## src/rtl/regfile_read_sched_pkg.sv

```systemverilog
// Shared types and default constants for the register-file read scheduler.
// Holds the per-port state enum and the default parameter values.
package regfile_read_sched_pkg;

    typedef enum logic [1:0] {
        IDLE  = 2'd0,
        WAIT  = 2'd1,
        HOLD  = 2'd2,
        DRAIN = 2'd3
    } port_state_e;

    localparam int DEF_NPORTS     = 2;
    localparam int DEF_XLEN       = 32;
    localparam int DEF_NREGS      = 32;
    localparam int DEF_RD_LATENCY = 3;

endpackage

```

## src/rtl/regfile_port_fsm.sv

```systemverilog
// One read port of the scheduler: request/hold/drain state machine plus
// the held read-data register.
// Ports:
//   clk, reset    - clock, asynchronous active-high reset
//   valid         - port read request
//   addr_zero     - requested address is register 0
//   rel           - instruction release (clears the port)
//   grant         - arbiter granted this port's storage read this cycle
//   resp_valid    - pipeline response for this port arrives this cycle
//   resp_data     - data of that response
//   wr_hit        - write to the held address (forwarding builds only)
//   wr_data       - write data
//   req           - port asks the arbiter for a storage read
//   ready         - data held and valid
//   busy          - port in WAIT or DRAIN
//   rdata         - held read data
module regfile_port_fsm
    import regfile_read_sched_pkg::*;
#(
    parameter int XLEN = DEF_XLEN
) (
    input  logic            clk,
    input  logic            reset,
    input  logic            valid,
    input  logic            addr_zero,
    input  logic            rel,
    input  logic            grant,
    input  logic            resp_valid,
    input  logic [XLEN-1:0] resp_data,
    input  logic            wr_hit,
    input  logic [XLEN-1:0] wr_data,
    output logic            req,
    output logic            ready,
    output logic            busy,
    output logic [XLEN-1:0] rdata
);

    port_state_e state;
    port_state_e state_nx;

    logic cap_resp;
    logic cap_zero;
    logic hold_upd;

    always_ff @(posedge clk or posedge reset) begin
        if (reset) begin
            state <= IDLE;
        end else begin
            state <= state_nx;
        end
    end

    // A grant with zero latency delivers its response in the grant cycle,
    // so IDLE can move straight to HOLD.
    always_comb begin
        state_nx = state;
        unique case (state)
            IDLE: begin
                if (rel) begin
                    state_nx = IDLE;
                end else if (valid && addr_zero) begin
                    state_nx = HOLD;
                end else if (grant) begin
                    state_nx = resp_valid ? HOLD : WAIT;
                end
            end
            WAIT: begin
                if (resp_valid) begin
                    state_nx = rel ? IDLE : HOLD;
                end else if (rel) begin
                    state_nx = DRAIN;
                end
            end
            HOLD: begin
                if (rel) begin
                    state_nx = IDLE;
                end
            end
            DRAIN: begin
                if (resp_valid) begin
                    state_nx = IDLE;
                end
            end
            default: state_nx = IDLE;
        endcase
    end

    // A releasing port never requests: a grant would leave an
    // orphaned response behind.
    always_comb begin
        req   = (state == IDLE) && valid && !addr_zero && !rel;
        ready = (state == HOLD);
        busy  = (state == WAIT) || (state == DRAIN);
    end

    assign cap_resp = resp_valid && !rel &&
                      ((state == WAIT) || ((state == IDLE) && grant));
    assign cap_zero = (state == IDLE) && valid && addr_zero && !rel;
    assign hold_upd = (state == HOLD) && !rel && wr_hit;

    always_ff @(posedge clk or posedge reset) begin
        if (reset) begin
            rdata <= '0;
        end else if (cap_resp) begin
            rdata <= resp_data;
        end else if (cap_zero) begin
            rdata <= '0;
        end else if (hold_upd) begin
            rdata <= wr_data;
        end
    end

endmodule

```

## src/rtl/regfile_read_sched.sv

```systemverilog
// Register file with NPORTS scheduled read ports sharing one storage read
// per cycle through a fixed-priority arbiter and an RD_LATENCY pipeline.
// Optional macro REGFILE_BYPASS_EN forwards same-cycle writes into the
// granted read and into ports holding the written address.
// Ports:
//   clk, reset  - clock, asynchronous active-high reset
//   rs_valid    - per-port read request
//   rs_addr     - packed per-port addresses, port 0 in LSBs
//   rs_ready    - per-port data held and valid
//   rs_rdata    - packed per-port read data, port 0 in LSBs
//   rs_release  - instruction complete, clears all ports
//   rd_we       - register write enable
//   rd_addr     - write address
//   rd_wdata    - write data
//   busy        - any port waiting on or draining a storage read
module regfile_read_sched
    import regfile_read_sched_pkg::*;
#(
    parameter int NPORTS     = DEF_NPORTS,
    parameter int XLEN       = DEF_XLEN,
    parameter int NREGS      = DEF_NREGS,
    parameter int RD_LATENCY = DEF_RD_LATENCY,
    localparam int AW        = (NREGS > 1) ? $clog2(NREGS) : 1
) (
    input  logic                   clk,
    input  logic                   reset,
    input  logic [NPORTS-1:0]      rs_valid,
    input  logic [NPORTS*AW-1:0]   rs_addr,
    output logic [NPORTS-1:0]      rs_ready,
    output logic [NPORTS*XLEN-1:0] rs_rdata,
    input  logic                   rs_release,
    input  logic                   rd_we,
    input  logic [AW-1:0]          rd_addr,
    input  logic [XLEN-1:0]        rd_wdata,
    output logic                   busy
);

    localparam int PW = (NPORTS > 1) ? $clog2(NPORTS) : 1;

    logic [XLEN-1:0] regs [NREGS];

    logic [NPORTS-1:0] req;
    logic [NPORTS-1:0] grant;
    logic [NPORTS-1:0] port_busy;
    logic              gnt_any;
    logic [PW-1:0]     gnt_idx;
    logic [AW-1:0]     gnt_addr;
    logic [XLEN-1:0]   s0_data;

    logic              resp_v;
    logic [PW-1:0]     resp_port;
    logic [XLEN-1:0]   resp_data;

    // Storage is not reset; register 0 is never written.
    always_ff @(posedge clk) begin
        if (rd_we && (rd_addr != '0)) begin
            regs[rd_addr] <= rd_wdata;
        end
    end

    always_comb begin
        grant   = '0;
        gnt_any = 1'b0;
        gnt_idx = '0;
        for (int i = 0; i < NPORTS; i++) begin
            if (req[i] && !gnt_any) begin
                grant[i] = 1'b1;
                gnt_any  = 1'b1;
                gnt_idx  = PW'(i);
            end
        end
    end

    assign gnt_addr = rs_addr[gnt_idx*AW +: AW];

`ifdef REGFILE_BYPASS_EN
    assign s0_data = (rd_we && (rd_addr == gnt_addr)) ?
                     rd_wdata : regs[gnt_addr];
`else
    assign s0_data = regs[gnt_addr];
`endif

    generate
        if (RD_LATENCY == 0) begin : g_lat0
            assign resp_v    = gnt_any;
            assign resp_port = gnt_idx;
            assign resp_data = s0_data;
        end else begin : g_pipe
            logic            pv [RD_LATENCY];
            logic [PW-1:0]   pp [RD_LATENCY];
            logic [XLEN-1:0] pd [RD_LATENCY];

            always_ff @(posedge clk or posedge reset) begin
                if (reset) begin
                    for (int k = 0; k < RD_LATENCY; k++) begin
                        pv[k] <= 1'b0;
                        pp[k] <= '0;
                        pd[k] <= '0;
                    end
                end else begin
                    pv[0] <= gnt_any;
                    pp[0] <= gnt_idx;
                    pd[0] <= s0_data;
                    for (int k = 1; k < RD_LATENCY; k++) begin
                        pv[k] <= pv[k-1];
                        pp[k] <= pp[k-1];
                        pd[k] <= pd[k-1];
                    end
                end
            end

            assign resp_v    = pv[RD_LATENCY-1];
            assign resp_port = pp[RD_LATENCY-1];
            assign resp_data = pd[RD_LATENCY-1];
        end
    endgenerate

    generate
        for (genvar i = 0; i < NPORTS; i++) begin : g_port
            logic [AW-1:0]   p_addr;
            logic [XLEN-1:0] p_rdata;
            logic            p_wr_hit;

            assign p_addr = rs_addr[i*AW +: AW];

`ifdef REGFILE_BYPASS_EN
            assign p_wr_hit = rd_we && (rd_addr == p_addr) &&
                              (rd_addr != '0);
`else
            assign p_wr_hit = 1'b0;
`endif

            regfile_port_fsm #(
                .XLEN(XLEN)
            ) u_port (
                .clk        (clk),
                .reset      (reset),
                .valid      (rs_valid[i]),
                .addr_zero  (p_addr == '0),
                .rel        (rs_release),
                .grant      (grant[i]),
                .resp_valid (resp_v && (resp_port == PW'(i))),
                .resp_data  (resp_data),
                .wr_hit     (p_wr_hit),
                .wr_data    (rd_wdata),
                .req        (req[i]),
                .ready      (rs_ready[i]),
                .busy       (port_busy[i]),
                .rdata      (p_rdata)
            );

            assign rs_rdata[i*XLEN +: XLEN] = p_rdata;
        end
    endgenerate

    assign busy = |port_busy;

endmodule

```

## config.mk

```make
export PLATFORM = sky130hd
export DESIGN_NAME = regfile_read_sched
export DESIGN_NICKNAME = d
export VERILOG_FILES = /design/src/rtl/regfile_read_sched_pkg.sv /design/src/rtl/regfile_port_fsm.sv /design/src/rtl/regfile_read_sched.sv
export SDC_FILE = /design/constraint.sdc
export NUM_CORES = 1
export LEC_CHECK = 0
export ABC_CLOCK_PERIOD_IN_PS = 7150
export BUFFER_PORTS_ARGS = -buffer_cell sky130_fd_sc_hd__buf_2
export CAP_MARGIN = 5
export CORE_ASPECT_RATIO = 1.2
export CORE_MARGIN = 5
export CORE_UTILIZATION = 50
export DETAILED_ROUTE_END_ITERATION = 7
export PLACE_DENSITY = 0.66
export REMOVE_ABC_BUFFERS = 1
export SETUP_SLACK_MARGIN = 0.3
export SYNTH_ARGS = -nofsm -noshare
export SYNTH_HDL_FRONTEND = slang
export SYNTH_SLANG_ARGS = --single-unit
```

## constraint.sdc

```tcl
create_clock -name clk -period 7.15 [get_ports clk]
set_input_delay 1.7875 -clock clk [delete_from_list [all_inputs] [get_ports clk]]
set_output_delay 1.7875 -clock clk [all_outputs]
set_load 0.01 [all_outputs]
```

# --- Word level (Yosys, flattened, before mapping) ---
# Memory sizes are Yosys's and may differ from the RTL's. A register that Yosys moved wholly into a read port is not among the register bits.
# Index checks and enable logic that the tools add are counted.
totals:
  ff_bits: 138
  latch_bits: 0
  ramBits: 1024
  mem_bits_ro: 0
  output_inout_bits: 67
  wordCells: 96
  n_memories: 1
op_classes:
  n_addsub: 0
  n_mul: 1
  div_mod_pow: 0
  n_lt_le_gt_ge: 0
  eq_ne: 14
  n_shift: 1
  mux: 26
  n_bitwise: 1
  n_reduce_logical: 40
mem_list:
  columns: ["name", "words", "width", "read_ports", "rd_clocked_by_memory_dff", "write_ports", "line_no", "text"]
  rows:
  - ["regs", 32, 32, 1, 1, 1, "regfile_read_sched.sv:40", "logic [XLEN-1:0] regs [NREGS];"]
op_table:
  columns: ["op", "n"]
  rows:
  - ["$mux W32", 4]
  - ["$mux W2", 15]
  - ["$logic_and A1 B1 Y1", 22]
  - ["$pmux W2 S4", 2]
  - ["$logic_not A5 Y1", 2]
  - ["$shiftx A10 B5 Y5", 1]
  - ["$eq A2 B2 Y1 const B", 4]
  - ["$ne A4 B2 Y1 const B", 2]
  - ["$reduce_and A4 Y1", 2]
  - ["$ne A3 B2 Y1 const B", 2]
  - ["$mux W1", 5]
  - ["$reduce_bool A5 Y1", 1]
  - ["$eq A2 B1 Y1 const B", 2]
  - ["$logic_not A1 Y1", 4]
  - ["$logic_not A2 Y1", 2]
  - ["$logic_or A1 B1 Y1", 4]
  - ["$mul A1 B3 Y4 const B", 1]
  - ["$ne A2 B1 Y1 const B", 2]
  - ["$ne A2 B2 Y1 const B", 2]
  - ["$reduce_bool A2 Y1", 2]
  - ["$reduce_or A2 Y1", 1]
  - ["$not A1 Y1", 1]

# --- Depth between registers and ports, before layout ---
# Gate-level depths: netlist (run 1).
depth:
  word_depth: 12
  depth_mapped: 12

# --- Modules after synthesis ---
# Synthesis (run 1) repeated with hierarchy kept, for this count alone.
hier_totals:
  hier_cells: 3392
  hier_area_um2: 49424.9
by_module_without_submodules:
  columns: ["mod", "instances", "cells_per_inst", "area_per_inst_um2", "seq_area_each_um2"]
  rows:
  - ["regfile_read_sched", 1, 3134, 46081.7, 33301.9]
  - ["regfile_port_fsm", 2, 129, 1671.6, 850.8]

# --- Least setup slack after synthesis (run 1) ---
# No wires, ideal clock.
synth_timing:
  kind: "input to register"
  startpoint: "in rd_addr[1]"
  endpoint: "mem regs[12][0] in the netlist's numbering, enable pin"
  setup_ns: 0.421
  arrival_ns: 3.787
  required_time_ns: 6.729
  path_slack_ns: 2.942
  stages: 3
  cell_sequence: "or3b_2 -> clkbuf_1 -> nor2_1"
synth_via:
  elab_chain_len: 4
synth_rtl:
  columns: ["item", "line_no", "text"]
  rows:
  - ["start: declaration", "regfile_read_sched.sv:33", "input logic [AW-1:0] rd_addr,"]
  - ["$reduce_bool A5 Y1", "regfile_read_sched.sv:56", "if (rd_we && (rd_addr != '0)) begin"]
  - ["$logic_and A1 B1 Y1", "regfile_read_sched.sv:56", null]
  - ["$mux W1", "regfile_read_sched.sv:56", null]
  - ["$mux W1 (implied by the code)", "regfile_read_sched.sv:57", "regs[rd_addr] <= rd_wdata;"]
  - ["end: declaration", "regfile_read_sched.sv:40", null]
# Parallel ways exist; a longest one is shown, timed or not.

# --- Worst setup path after layout (run 1) ---
layout_timing:
  startpoint: "in rs_addr[0]"
  endpoint: "reg g_pipe.pd[80] in the netlist's numbering (read register of regs)"
layout_via:
  elab_chain_len: 10
layout_rtl:
  columns: ["item", "line_no", "text"]
  rows:
  - ["start: declaration", "regfile_read_sched.sv:28", "input logic [NPORTS*AW-1:0] rs_addr,"]
  - ["$logic_not A5 Y1", "regfile_read_sched.sv:139", ".addr_zero (p_addr == '0),"]
  - ["$logic_not A1 Y1", "regfile_port_fsm.sv:91", "req = (state == IDLE) && valid && !addr_zero && !rel;"]
  - ["$logic_and A1 B1 Y1 (2 in series)", "regfile_port_fsm.sv:91", null]
  - ["$mux W1", "regfile_read_sched.sv:66", "if (req[i] && !gnt_any) begin"]
  - ["$logic_not A1 Y1", "regfile_read_sched.sv:66", null]
  - ["$logic_and A1 B1 Y1", "regfile_read_sched.sv:66", null]
  - ["$mux W1", "regfile_read_sched.sv:66", null]
  - ["$mul A1 B3 Y4", "regfile_read_sched.sv:74", "assign gnt_addr = rs_addr[gnt_idx*AW +: AW];"]
  - ["$shiftx A10 B5 Y5 *", "regfile_read_sched.sv:74", null]
  - ["end: declaration", "regfile_read_sched.sv:91", "logic [XLEN-1:0] pd [RD_LATENCY];"]
# Every way passes the cells marked *; elsewhere a longest branch is shown, timed or not.
# A chain may end at the register's enable or synchronous reset.

==> results of run 1 <==
[synthesized netlist by cell type, types with 2 or more instances]
cell / n / share of area (%)
o31ai_1: 65 / 1.0
o31a_1: 2 / 0.037
or2_2: 3 / 0.040
nor3_1: 3 / 0.032
edfxtp_1: 1024 / 65
nor4_1: 2 / 0.026
o32ai_1: 96 / 1.8
o2111a_1: 32 / 0.76
buf_6: 9 / 0.21
nand4b_1: 2 / 0.037
nand2_1: 41 / 0.33
nand3b_1: 5 / 0.079
a31oi_1: 4 / 0.053
nor3b_1: 2 / 0.032
buf_2: 81 / 0.86
and3_1: 384 / 5.1
or3b_2: 2 / 0.037
a211oi_1: 321 / 5.1
nand3_1: 5 / 0.053
clkbuf_1: 195 / 1.5
o21ai_0: 96 / 1.0
and2_0: 2 / 0.026
a21oi_1: 40 / 0.42
nor2b_1: 3 / 0.040
o211ai_1: 96 / 1.5
a21boi_1: 18 / 0.29
nor2_1: 38 / 0.30
buf_4: 7 / 0.11
nor4b_2: 2 / 0.064
o41ai_1: 32 / 0.59
dfrtp_1: 170 / 9.0
o21ai_2: 2 / 0.037
inv_1: 6 / 0.048
a31o_2: 2 / 0.037
a21boi_0: 175 / 2.8
a22o_1: 64 / 1.2
[metrics by stage]
step / hold WS, ns / cells / power (mW) / util [%] / setup TNS (ns)
finish: 0.3471 / 4447 / 15.56 / 56.69 / 0
detailed placement: 0.3347 / 4226 / 9.642 / 52.65 / 0
global route: 0.3528 / 4444 / 16.05 / 56.68 / 0
CTS: 0.3489 / 4441 / 15.62 / 56.67 / 0
global placement: 0.3330 / 4226 / 9.595 / 52.65 / 0
floorplan: 0.3312 / 2782 / 8.987 / - / -386.79
[cell type report]
| type | instances | area [µm²] |
|---|---|---|
| well taps | 1250 | 1564 |
| repair buffers | 194 | 1321 |
| clock inverters | 67 | 606.8 |
| multi-input cells | 1582 | 11420 |
| inverters | 6 | 30.03 |
| flip-flops and latches | 1194 | 35000 |
| diodes | 6 | 15.01 |
| fillers | 7160 | 40590 |
| clock buffers | 148 | 3166 |
[kinds of logic (layout without fill, tap and decap cells)]
| kind of cell | count (synthesis) | in the layout | share of synthesized area, % |
|---|---|---|---|
| compound gates | 1050 | 1050 | 16.78 |
| buf+inv | 298 | 415 | 2.782 |
| flops | 1194 | 1194 | 74.12 |
| other cells | 1 | 38 | 0.007941 |
| simple gates | 500 | 500 | 6.308 |
[metal layers]
layer	vias to the layer above	wire (µm)
met3	285	12720
li1	12480	-
met1	14990	52230
met2	1616	62580
met5	-	32
met4	4	4598
[registers in the layout (all words and copies together) (netlist names)]
name                 count
resp_port                1
resp_data               32
g_port.u_port.state      4
g_pipe.pp                2
g_pipe.pd               64
regs                  1024
g_port.u_port.rdata     64
resp_v                   1
g_pipe.pv                2
[worst min path at each step]
stage                     slack (ns)                       to                     from  depth (start not counted)
after floorplan                 0.33  g_pipe.pd[32]$_DFF_PP0_  g_pipe.pd[64]$_DFF_PP0_                          0
after global placement          0.33         resp_v$_DFF_PP0_   g_pipe.pv[1]$_DFF_PP0_                          0
after detailed placement        0.33   resp_data[0]$_DFF_PP0_  g_pipe.pd[32]$_DFF_PP0_                          0
after CTS                       0.35   resp_data[0]$_DFF_PP0_  g_pipe.pd[32]$_DFF_PP0_                          0
after global routing            0.35   resp_data[0]$_DFF_PP0_  g_pipe.pd[32]$_DFF_PP0_                          0
final                           0.35  resp_data[18]$_DFF_PP0_  g_pipe.pd[50]$_DFF_PP0_                          0
[worst max-delay path, stage by stage]
cell and delay (ns):
buf_2 0.15, or4_4 0.57, o21ai_2 0.42, nand3_4 0.67, nand2_8 0.72, buf_4 0.45
a211oi_1 0.15, o41ai_1 0.78, o2111a_1 0.30
[where the power goes]
group          total [mW]  switching [mW]  internal (mW)
clock network        6.04            2.59           3.45
registers            8.07           0.166           7.90
logic                1.45           0.958          0.492
==> results.json, run 1 <==
{
  "initial_core_util_pct": 50.39,
  "fp.coreArea_um2": 93720,
  "ios": 120,
  "grt_first_pass_wirelength_mm": 192.3,
  "finalHoldViolations": 0,
  "hold_buffers": 0,
  "drcViolationCount": 0,
  "first_pass_iters": 6,
  "place_congestion": 0.8193,
  "finalSetupViolCount": 0,
  "startpoint": "rs_addr[0]",
  "yosys_warnings": 0,
  "slew_violations": 0,
  "ys_seq_area_share_pct": 74.12,
  "antenna_found_initial": 9,
  "mostFrequentLayoutCell": "edfxtp_1",
  "synthCells": 3043,
  "top_usage_layer": "met2",
  "status": "completed",
  "cts.sinks": 1194,
  "period_needed_ns": 5.431,
  "die-height_um": 346.7,
  "clk_pin_slew_worst_paths_ns": 0.07,
  "synth_edf_count": 1024,
  "ant_nets": 0,
  "first_global_vias": 28800,
  "yosysUniqueCellTypes": 48,
  "grt_usage_pct": 25.38,
  "synthArstFlopShare_pct": 14.24,
  "met2_usage_pct": 40.74,
  "p_per_area_nw_per_um2": 292.8,
  "cts-resized-gates": 0,
  "hpwl_mm": 66.60,
  "worst_pin_slew_ns": 1.319,
  "tritoncts": "built",
  "crit_fanout": 65,
  "first_iter_violations": 4039,
  "cts-root-buf": "clkbuf_16",
  "worstSetupEndpoint": "g_pipe.pd[80]$_DFF_PP0_",
  "syn-mean-instance-area_um2": 15.52,
  "use_met3_pct": 4.948,
  "die_w_um": 290.5,
  "cts_max_path_buffers": 3,
  "hold_path_class": "flip-flop to flip-flop",
  "fin_ws_ns": 1.719,
  "vdd_ir_drop_max_uv": 203.9,
  "synth_top_flop_cell": "edfxtp_1",
  "stdcell_area_um2": 53130,
  "drive_gt1_share_pct": 13.66,
  "vias": 29370,
  "fin_crit_sh_pct": 75.96,
  "via_per_inst": 6.605,
  "cp-end-kind": "flip-flop",
  "reg2reg_to": "g_pipe.pd[80]$_DFF_PP0_",
  "netlist_area_um2": 47220,
  "cts-htree-levels": 3,
  "clock_latency_ns": 0.70,
  "grt_max_degree": 210,
  "rr_worst_depth": 7,
  "max-cap-violations": 0,
  "clock_skew_ns": 0.02288,
  "row_count": 123,
  "worst_setup_path_start_kind": "input port",
  "met1_usage_pct": 35.30,
  "dieArea_um2": 100700,
  "layout_common_cells": "edfxtp_1 (1024), and3_1 (384), a211oi_1 (321)",
  "slew_headroom_pct": 11.89,
  "rsz0062_at_grt": "false",
  "timing.rr.start": "g_port[1].u_port.state[1]$_DFFE_PP0P_",
  "place_ws_ns": 1.038,
  "area_growth_pct": 12.51,
  "cts_buffers": 113,
  "p_leak_nw": 18.22,
  "wl_per_cell_um": 29.72,
  "wl_mm": 132.2,
  "r2r_slack_ns": 2.69,
  "crit_type": "input port to flip-flop",
  "grt.overflow.total": 0,
  "placed_cell_area_um2": 49340,
  "ys_ff_latch": 1194,
  "final_nets": 3144,
  "worst-endpoint-required_ns": 7.79,
  "fmax_mhz": 184.1,
  "cts_setup_buffers": 0,
  "io_buffers": 119,
  "arrival_ns": 6.08
}
No activity file was read; power rests on OpenSTA's default activity.
==> run 2, diff against run 1 <==
--- a/config.mk
+++ b/config.mk
@@ -5,14 +5,14 @@
 export SDC_FILE = /design/constraint.sdc
 export NUM_CORES = 1
 export LEC_CHECK = 0
-export ABC_CLOCK_PERIOD_IN_PS = 7150
+export ABC_CLOCK_PERIOD_IN_PS = 4700
 export BUFFER_PORTS_ARGS = -buffer_cell sky130_fd_sc_hd__buf_2
 export CAP_MARGIN = 5
 export CORE_ASPECT_RATIO = 1.2
 export CORE_MARGIN = 5
 export CORE_UTILIZATION = 50
 export DETAILED_ROUTE_END_ITERATION = 7
-export PLACE_DENSITY = 0.66
+export PLACE_DENSITY = 0.69
 export REMOVE_ABC_BUFFERS = 1
 export SETUP_SLACK_MARGIN = 0.3
 export SYNTH_ARGS = -nofsm -noshare
==> constraint.sdc (replaced) <==
create_clock -name clk -period 4.7 [get_ports clk]
set_input_delay 1.175 -clock clk [delete_from_list [all_inputs] [get_ports clk]]
set_output_delay 1.175 -clock clk [all_outputs]
set_load 0.01 [all_outputs]
==> run 2 against run 1 <==
  * Non-clock buffer count is 37 higher
  * Cell area is 1.0% higher
  * Combinational power is 58% higher
  * Cell count is 0.61% higher
  * Count of clock-buffer cells in the layout is 4 lower
  * Sequential cell count stayed put
  * Setup slack worse by 0.81 ns
  * Global-route usage is 0.37 points higher
  * Sequential power is 52% higher
  * Wire length is 1.7% higher
  * Critical path depth is 1 higher
  * Critical endpoint is now g_pipe.pd[70]$_DFF_PP0_
==> results.json, run 2 (synthesized netlist as in run 1, its figures left out) <==
{
  "status": "completed",
  "finalSetupViolCount": 0,
  "first_pass_iters": 5,
  "wl_met1_mm": 51.66,
  "row_count": 123,
  "slew_violations": 0,
  "clock_latency_ns": 0.69,
  "grt_max_degree": 150,
  "die_w_um": 290.5,
  "met3_length_mm": 14.17,
  "min_from": "g_pipe.pp[1]$_DFF_PP0_",
  "ant_nets": 0,
  "cts_setup_buffers": 0,
  "r2r_slack_ns": 1.21,
  "worst_setup_path_start_kind": "input port",
  "reg2reg_to": "g_pipe.pd[70]$_DFF_PP0_",
  "dieArea_um2": 100700,
  "final_nets": 3178,
  "cts_buffers": 110,
  "drcViolationCount": 0,
  "fin_ws_ns": 0.9075,
  "die-height_um": 346.7,
  "slew_headroom_pct": 37.87,
  "top_register": "regs",
  "worst_pin_slew_ns": 0.9320,
  "grt_usage_pct": 25.75,
  "cp-end-kind": "flip-flop",
  "wl_mm": 134.5,
  "first_global_vias": 29360,
  "largest_reg_flops": 1024,
  "crit_fanout": 38,
  "p_per_area_nw_per_um2": 440.8,
  "routed-wl-met2_mm": 63.92,
  "hold_buffers": 0,
  "cts-htree-levels": 3,
  "place_congestion": 0.8256,
  "stdcell_area_um2": 53680,
  "area_growth_pct": 13.67,
  "hold_path_class": "flip-flop to flip-flop",
  "fin_hold_ws_ns": 0.3254,
  "layout_common_cells": "edfxtp_1 (1024), and3_1 (384), a211oi_1 (321)",
  "period_needed_ns": 3.793,
  "grt.overflow.total": 0,
  "top_layer": "met5",
  "layout.cells.non_filler": 4474,
  "timing.rr.start": "g_port[0].u_port.state[1]$_DFFE_PP0P_",
  "placed_cell_area_um2": 49980,
  "rr_worst_depth": 9,
  "vdd_ir_drop_max_uv": 315.3,
  "slowest_stage": "o41ai_2",
  "finalSetupTns_ns": 0,
  "reg_top3": "regs (1024), g_pipe.pd (64), g_port.u_port.rdata (64)",
  "via_per_inst": 6.700,
  "power_mw": 23.66,
  "fp.coreArea_um2": 93720,
  "fmax_mhz": 263.7,
  "initial_core_util_pct": 50.39,
  "tritoncts": "built",
  "grt_first_pass_wirelength_mm": 195.9,
  "cts-root-buf": "clkbuf_16",
  "io_buffers": 119,
  "final_util_pct": 57.27,
  "finalHoldViolations": 0,
  "worst-endpoint-required_ns": 5.31,
  "ios": 120,
  "clock_skew_ns": 0.02876,
  "crit_chain": "buf_2 -> or2_2 -> o41ai_2 -> nor2_2 -> buf_4 -> a31oi_4 -> buf_12 -> a211oi_1 -> o41ai_1 -> o2111a_1",
  "mostFrequentLayoutCell": "edfxtp_1",
  "crit_type": "input port to flip-flop",
  "max-cap-violations": 0,
  "rsz0062_at_grt": "false",
  "drive_gt1_share_pct": 14.41,
  "startpoint": "rs_addr[5]",
  "fin_crit_sh_pct": 80.69,
  "cts-resized-gates": 0,
  "arrival_ns": 4.41,
  "antenna_found_initial": 6,
  "first_iter_violations": 4235,
  "cp_slowest_stage_delay_ns": 0.64,
  "place_ws_ns": 0.2967,
  "p_leak_nw": 18.47,
  "cts.sinks": 1194,
  "vias": 29980,
  "cts_max_path_buffers": 3,
  "dp.cells": 4263,
  "clk_pin_slew_worst_paths_ns": 0.07,
  "hpwl_mm": 67.75,
  "worstSetupEndpoint": "g_pipe.pd[70]$_DFF_PP0_",
  "wl_per_cell_um": 30.05
}
==> run 2: critical path: cells and delay by family <==
family / cells / cell delay, ns
buffers and inverters: 3 / 0.66
AOI/OAI and AO/OA: 5 / 2.06
and+or+nand+nor: 2 / 0.43
==> run 2: layout make-up <==
type / instances / area, µm²
clock buffers: 144 / 3044
fillers: 7002 / 40050
inverters: 6 / 30.03
flip-flops and latches: 1194 / 35000
multi-input cells: 1582 / 11420
repair buffers: 231 / 1962
well taps: 1250 / 1564
diodes: 4 / 10.01
clock inverters: 63 / 640.6
==> run 2: metal layers <==
| layer | up-vias | global-route usage, % |
|---|---|---|
| met1 | 15220 | 35.90 |
| met4 | 4 | 9.300 |
| met2 | 1870 | 41.38 |
| met3 | 345 | 4.597 |
| met5 | - | 0 |
| li1 | 12540 | - |
==> run 2: how the worst min path moves through the flow <==
stage                                    endpoint  slack (ns)  cells past startpoint
after detailed placement  resp_data[20]$_DFF_PP0_        0.33                      0
after global placement           resp_v$_DFF_PP0_        0.33                      0
after CTS                     resp_port$_DFF_PP0_        0.33                      0
after floorplan           g_pipe.pd[32]$_DFF_PP0_        0.33                      0
final                         resp_port$_DFF_PP0_        0.33                      0
after global routing          resp_port$_DFF_PP0_        0.34                      0
==> run 2: power breakdown <==
part	internal (mW)	switching, mW
registers	12.0	0.275
clock network	5.22	3.86
logic	0.811	1.48
